### src/rtl/pipelined_ripple_adder.sv
// WIDTH-bit add/subtract built as a chain of CHUNK-bit ripple slices, one slice
// resolved per clock, with a global-stall valid/ready handshake on both sides.
module pipelined_ripple_adder #(
  parameter int WIDTH = 16,
  parameter int CHUNK = 4
) (
  input  logic             clk,
  input  logic             rst,
  input  logic             in_valid,
  output logic             in_ready,
  input  logic [WIDTH-1:0] a,
  input  logic [WIDTH-1:0] b,
  input  logic             cin,
  input  logic             sub,
  output logic             out_valid,
  input  logic             out_ready,
  output logic [WIDTH-1:0] sum,
  output logic             cout,
  output logic             ovf
);

  localparam int NSTAGE = WIDTH / CHUNK;

  generate
    if ((CHUNK < 1) || (CHUNK > WIDTH) || ((WIDTH % CHUNK) != 0)) begin : g_bad_params
      $error("pipelined_ripple_adder: WIDTH must be a positive multiple of CHUNK");
    end
  endgenerate

  // Bit-serial ripple over one slice; returns {carry into slice MSB, carry out, sum}.
  function automatic logic [CHUNK+1:0] slice_add(
    input logic [CHUNK-1:0] x,
    input logic [CHUNK-1:0] y,
    input logic             c_in
  );
    logic [CHUNK-1:0] s;
    logic             c;
    logic             c_msb;
    s     = '0;
    c     = c_in;
    c_msb = c_in;
    for (int i = 0; i < CHUNK; i++) begin
      c_msb = c;
      s[i]  = x[i] ^ y[i] ^ c;
      c     = (x[i] & y[i]) | (c & (x[i] ^ y[i]));
    end
    return {c_msb, c, s};
  endfunction

  logic              adv;
  logic [NSTAGE-1:0] vld_q, vld_d;
  logic [NSTAGE-1:0] carry_q, carry_d;
  logic [NSTAGE-1:0] cmsb_d;
  logic              ovf_q, ovf_d;
  logic [WIDTH-1:0]  a_q     [NSTAGE];
  logic [WIDTH-1:0]  a_d     [NSTAGE];
  logic [WIDTH-1:0]  b_q     [NSTAGE];
  logic [WIDTH-1:0]  b_d     [NSTAGE];
  logic [WIDTH-1:0]  sum_q   [NSTAGE];
  logic [WIDTH-1:0]  sum_d   [NSTAGE];
  logic [WIDTH-1:0]  sum_in_s[NSTAGE];
  logic [NSTAGE-1:0] cin_s;
  logic [CHUNK+1:0]  slice_res_s;

  // One global advance: the whole pipe moves unless a result is stuck at the output.
  assign adv = ~vld_q[NSTAGE-1] | out_ready;

  // Operands, carry and partial sum presented to each slice: ports for slice 0,
  // the previous stage register for every later slice. Subtract folds into b/cin here.
  always_comb begin
    a_d[0]      = a;
    b_d[0]      = b ^ {WIDTH{sub}};
    cin_s[0]    = cin ^ sub;
    sum_in_s[0] = '0;
    vld_d[0]    = in_valid;
    for (int p = 1; p < NSTAGE; p++) begin
      a_d[p]      = a_q[p-1];
      b_d[p]      = b_q[p-1];
      cin_s[p]    = carry_q[p-1];
      sum_in_s[p] = sum_q[p-1];
      vld_d[p]    = vld_q[p-1];
    end
  end

  // Resolve slice p in stage p; completed low slices ride along unchanged.
  always_comb begin
    slice_res_s = '0;
    for (int p = 0; p < NSTAGE; p++) begin
      slice_res_s                = slice_add(a_d[p][p*CHUNK +: CHUNK],
                                             b_d[p][p*CHUNK +: CHUNK], cin_s[p]);
      sum_d[p]                   = sum_in_s[p];
      sum_d[p][p*CHUNK +: CHUNK] = slice_res_s[CHUNK-1:0];
      carry_d[p]                 = slice_res_s[CHUNK];
      cmsb_d[p]                  = slice_res_s[CHUNK+1];
    end
    ovf_d = cmsb_d[NSTAGE-1] ^ carry_d[NSTAGE-1];
  end

  // Stage registers; the last stage doubles as the output register.
  always_ff @(posedge clk) begin
    if (rst) begin
      vld_q   <= '0;
      carry_q <= '0;
      ovf_q   <= 1'b0;
      a_q     <= '{default: '0};
      b_q     <= '{default: '0};
      sum_q   <= '{default: '0};
    end else if (adv) begin
      vld_q   <= vld_d;
      carry_q <= carry_d;
      ovf_q   <= ovf_d;
      a_q     <= a_d;
      b_q     <= b_d;
      sum_q   <= sum_d;
    end
  end

  assign in_ready  = adv;
  assign out_valid = vld_q[NSTAGE-1];
  assign sum       = sum_q[NSTAGE-1];
  assign cout      = carry_q[NSTAGE-1];
  assign ovf       = ovf_q;

endmodule

### config.mk
export PLATFORM = sky130hd
export DESIGN_NAME = pipelined_ripple_adder
export DESIGN_NICKNAME = d
export VERILOG_FILES = /design/src/rtl/pipelined_ripple_adder.sv
export SDC_FILE = /design/constraint.sdc
export NUM_CORES = 1
export LEC_CHECK = 0
export ABC_AREA = 1
export CORE_UTILIZATION = 45
export CTS_CLUSTER_DIAMETER = 200
export DETAILED_ROUTE_END_ITERATION = 8
export PLACE_DENSITY = 0.67
export SETUP_SLACK_MARGIN = 0.15
export SLEW_MARGIN = 0
export SYNTH_ARGS = -nofsm -noshare
export SYNTH_HDL_FRONTEND = slang
export SYNTH_SLANG_ARGS = --single-unit
### constraint.sdc
create_clock -name clk -period 3.8 [get_ports clk]
set_clock_uncertainty 0.15 [all_clocks]
set_input_delay 0.95 -clock clk [delete_from_list [all_inputs] [get_ports clk]]
set_output_delay 0.95 -clock clk [all_outputs]
set_load 0.03 [all_outputs]
=== Word-level counts from Yosys, hierarchy flattened ===
Index checks and enable logic that the tools add are counted.

* Output and inout bits: 20
* Bits in registers: 145
* Input bits: 38
* Word-level logic and storage cells: 98

* Bitwise gates (word level): 85

{| class="wikitable"
|+ Operators by type and width
! kind !! count
|-
| bitwise XOR 1 bit || 34
|-
| AND 1 bit || 32
|-
| OR 1 bit || 17
|-
| bitwise XOR 16 bit || 1
|-
| NOT 1 bit || 1
|}

=== Logic depth before layout (Yosys ltp) ===
Gate-level depths: netlist of run 1.

* Depth in word-level cells: 10
* Depth in mapped cells: 12
* Gate-level depth less buffers: 12

=== Worst setup path after synthesis of run 1 ===
OpenSTA, ideal clock, no wires.

* Kind: input to register
* Start: input port sub
* End: register sum_q (netlist bit sum_d[35])
* Path slack: 459 ps
* Required time: 3536 ps
* Setup time: 114 ps
* Data arrival time: 3078 ps
* Path buffers: 2
* Stages on the path: 11
* Cell sequence: buf_2 buf_2 xor2_1 fa_1 inv_1 fa_1 fa_1 inv_1 fa_1 nor2_1 nor2_1

{| class="wikitable"
|+ RTL lines
! element !! line !! RTL
|-
| start: declaration || 14 || <nowiki>input logic sub,</nowiki>
|-
| end signal: assignment || 114 || <nowiki>sum_q <= sum_d;</nowiki>
|-
| end: declaration || 59 || <nowiki>logic [WIDTH-1:0] sum_q [NSTAGE];</nowiki>
|}

==> impl_metrics.csv, run 1 <==
group,metric,value,unit
logic_synthesis,ys_ff_latch,97,
sta,rsz0062_at_grt,"no",
final_layout,drive_gt1_frac,0.0429,
route,viasPerCell,4.60,
final_layout,syn_to_final_growth,19.6,%
worst_setup_path,path_cells,"clkdlybuf4s50_1 -> xor2_1 -> fa_1 -> inv_1 -> fa_1 -> fa_1 -> inv_1 -> fa_1 -> nor2_1 -> nor2_1",
cts,insertion_delay,370,ps
logic_synthesis,ys_warn_count,0,
worst_setup_path,worstSetupPathType,"input pin to flip-flop",
floorplanning,ios,58,
run_status,status,"complete, no violations",
pwr,p_per_area,424,mW/mm^2
worst_setup_path,cp_common_cell,"fa_1",
sta,fmax,0.293,GHz
route,avgRoutedWirePerCell,11.2,um
pwr,max-vdd-ir-drop,0.000230,V
sta,hold_slack,313,ps
floorplanning,die-area,0.00998,sq mm
worst_setup_path,arrival,3520,ps
cts,cts_tree,"yes",
floorplanning,fp.dieW,99.9,um
worst_setup_path,crit_family,"adder cells",
sta,post-route-period-util,0.897,
min_path,hold_path_class,"flip-flop to flip-flop",
route,wirelength,8.24,mm
cts,cts_hold_buf,0,
logic_synthesis,yosysUniqueCellTypes,17,
global_routing,track_usage,0.182,
sta,setup_tns,0,ps
final_layout,instances_no_fill,735,
final_layout,nets,655,
logic_synthesis,synthTopCellsByArea,"dfxtp_1 (45%), nor2_1 (17%), o21bai_1 (12%), fa_1 (7.4%), nand2_1 (6.9%)",
logic_synthesis,synth_top_area_share,0.450,
logic_synthesis,syn_nets,614,
floorplanning,start_util,0.465,
cts,cts_max_level,3,
pwr,p_leak,2.19,nW
cts,post_cts_buffers,0,
sta,setup_viol,0,
placed_design,place.gp.congestion,0.789,
pwr,p_total,2.19,mW
route,drt-initial-drc-count,172,
flow_run,timing.max_cap.violations,0,
placed_design,place.detailed.hpwl,5.26,mm
worst_setup_path,cp.buffers_inverters,3,
route,num_vias,3382,
logic_synthesis,yosysSeqAreaShare,0.450,
logic_synthesis,synth_cells,560,
worst_setup_path,cp_data_required_time,3910,ps
placed_design,dp.cells,719,
floorplanning,coreArea,0.00928,sq mm
cts,clock_sinks,97,
route,drc,0,
worst_setup_path,end_kind,"flip-flop",
global_routing,overflow,0,
cts,numCtsBuffers,9,
logic_synthesis,syn_area_per_cell,7.70,sq um
floorplanning,die_h,99.9,um
global_routing,grt_antenna_before_repair,0,
logic_synthesis,yosys.area.top_type,"dfxtp_1",
worst_setup_path,max_stage_delay,670,ps
worst_setup_path,start_kind,"input pin",
worst_setup_path,cpMaxStageDelayCell,"clkdlybuf4s50_1",
global_routing,grt_pass1_vias,3254,
cts,cts_resized,0,
floorplanning,row_count,35,
cts,cts.clk_slew.worst_paths,90,ps
cts,cts_buffer_depth,2,
placed_design,portBuffers,57,
sta,slew_headroom,0.478,
sta,period_minus_slack,3410,ps
worst_setup_path,crit_fanout,5,
route,antenna_left,0,
cts,clock_tree.root_cell,"clkbuf_8",
logic_synthesis,syn_area,0.00431,sq mm
global_routing,grt_pass1_wl,14.4,mm
final_layout,diodes,0,
sta,slew_violations,0,
global_routing,grt_max_degree,110,
sta,tightest_slew,778,ps
route,drtPass1Iterations,4,
sta,hold_viol_final,0,
-- worst reg2reg max path, delay by kind of cell, from the launching register on --
family | cells | cell delay (ps)
DFF | 1 | 340
adders and majority gates | 4 | 1410
buffers and inverters | 4 | 310
and+or+nand+nor | 2 | 140
-- cell usage in the layout (no fill, tap or decap), types with 2 or more instances in the layout --
| master | Yosys | routed |
|---|---|---|
| nor2_1 | 192 | 192 |
| dfxtp_1 | 97 | 97 |
| nand2_1 | 79 | 78 |
| o21bai_1 | 70 | 70 |
| clkdlybuf4s50_1 | 0 | 55 |
| inv_1 | 51 | 51 |
| fa_1 | 16 | 16 |
| nand3b_1 | 11 | 11 |
| clkbuf_8 | 0 | 9 |
| buf_4 | 2 | 6 |
| xor2_1 | 3 | 3 |
| clkinvlp_4 | 0 | 3 |
| xnor2_1 | 2 | 2 |
| nand3_1 | 2 | 2 |
| bufinv_16 | 0 | 2 |
-- kinds of logic (layout without fill, tap and decap cells) --
kind of cell,after synthesis,after routing,synth area share
and+or+nand+nor,285,285,0.260
adders and majority gates,16,16,0.0743
buffers and inverters,86,132,0.0824
AOI/OAI and AO/OA,71,71,0.123
xor gates and xnor gates,5,5,0.0102
DFF,97,97,0.450
-- path summary, 6_finish.rpt --
check | slack, ps | depth (start not counted) | startpoint | endpoint
max reg2reg | 1400 | 10 | carry_q[2] | sum[15]
min | 310 | 2 | vld_q[2] | vld_q[3]
min reg2reg | 310 | 2 | vld_q[2] | vld_q[3]
max | 390 | 10 | sub | sum_d[35]
-- cell type report --
type | instances | area [sq um]
Multi-Input combinational cell | 377 | 2020
Timing Repair Buffer | 63 | 621
Clock inverter | 6 | 91.3
Fill cell | 931 | 4120
Inverter | 53 | 199
Tap cell | 129 | 161
Clock buffer | 10 | 128
Sequential cell | 97 | 1940
-- sequential cells by signal (all words and copies together), names as in the netlist --
signal,cells
a_d,24
vld_q,4
b_d,24
ovf,1
sum,16
carry_q,4
sum_d,24
-- cells in the mapped netlist --
master / n
fa_1: 16
inv_2: 1
nor2_4: 1
nand3_1: 2
clkbuf_1: 11
nand3b_1: 11
buf_2: 20
o21bai_1: 70
dfxtp_1: 97
xor2_1: 3
xnor2_1: 2
buf_4: 2
inv_1: 51
clkinv_1: 1
nor2_1: 192
nand2_1: 79
a21oi_1: 1
-- metrics by stage --
stage	utilization	area, sq um	worst slack [ps]
after floorplan	-	4310	459
after global placement	0.532	4940	78.9
after detailed placement	0.532	4940	-23.6
after CTS	0.556	5160	367
after global routing	0.556	5160	253
final	0.556	5160	390
-- routing by layer --
metal,part of all wire,global-route usage,vias to the layer above
met5,0,0,-
met1,0.49,0.222,1539
met4,0.020,0.0814,0
li1,-,-,1779
met3,0.025,0.0272,9
met2,0.47,0.317,55
-- power breakdown --
part | switching, mW | total, mW | internal [mW]
logic | 0.170 | 0.326 | 0.156
clock network | 0.357 | 0.730 | 0.373
registers | 0.0378 | 1.13 | 1.09
total | 0.565 | 2.19 | 1.62
No activity file was read; power rests on OpenSTA's default activity.
==> inputs of run 2 (changes only) <==
Settings changed: GPL_ROUTABILITY_DRIVEN from default to 0.
==> results of run 2 <==
Same layout as run 1: the final DEF is identical, and so are final timing and power.
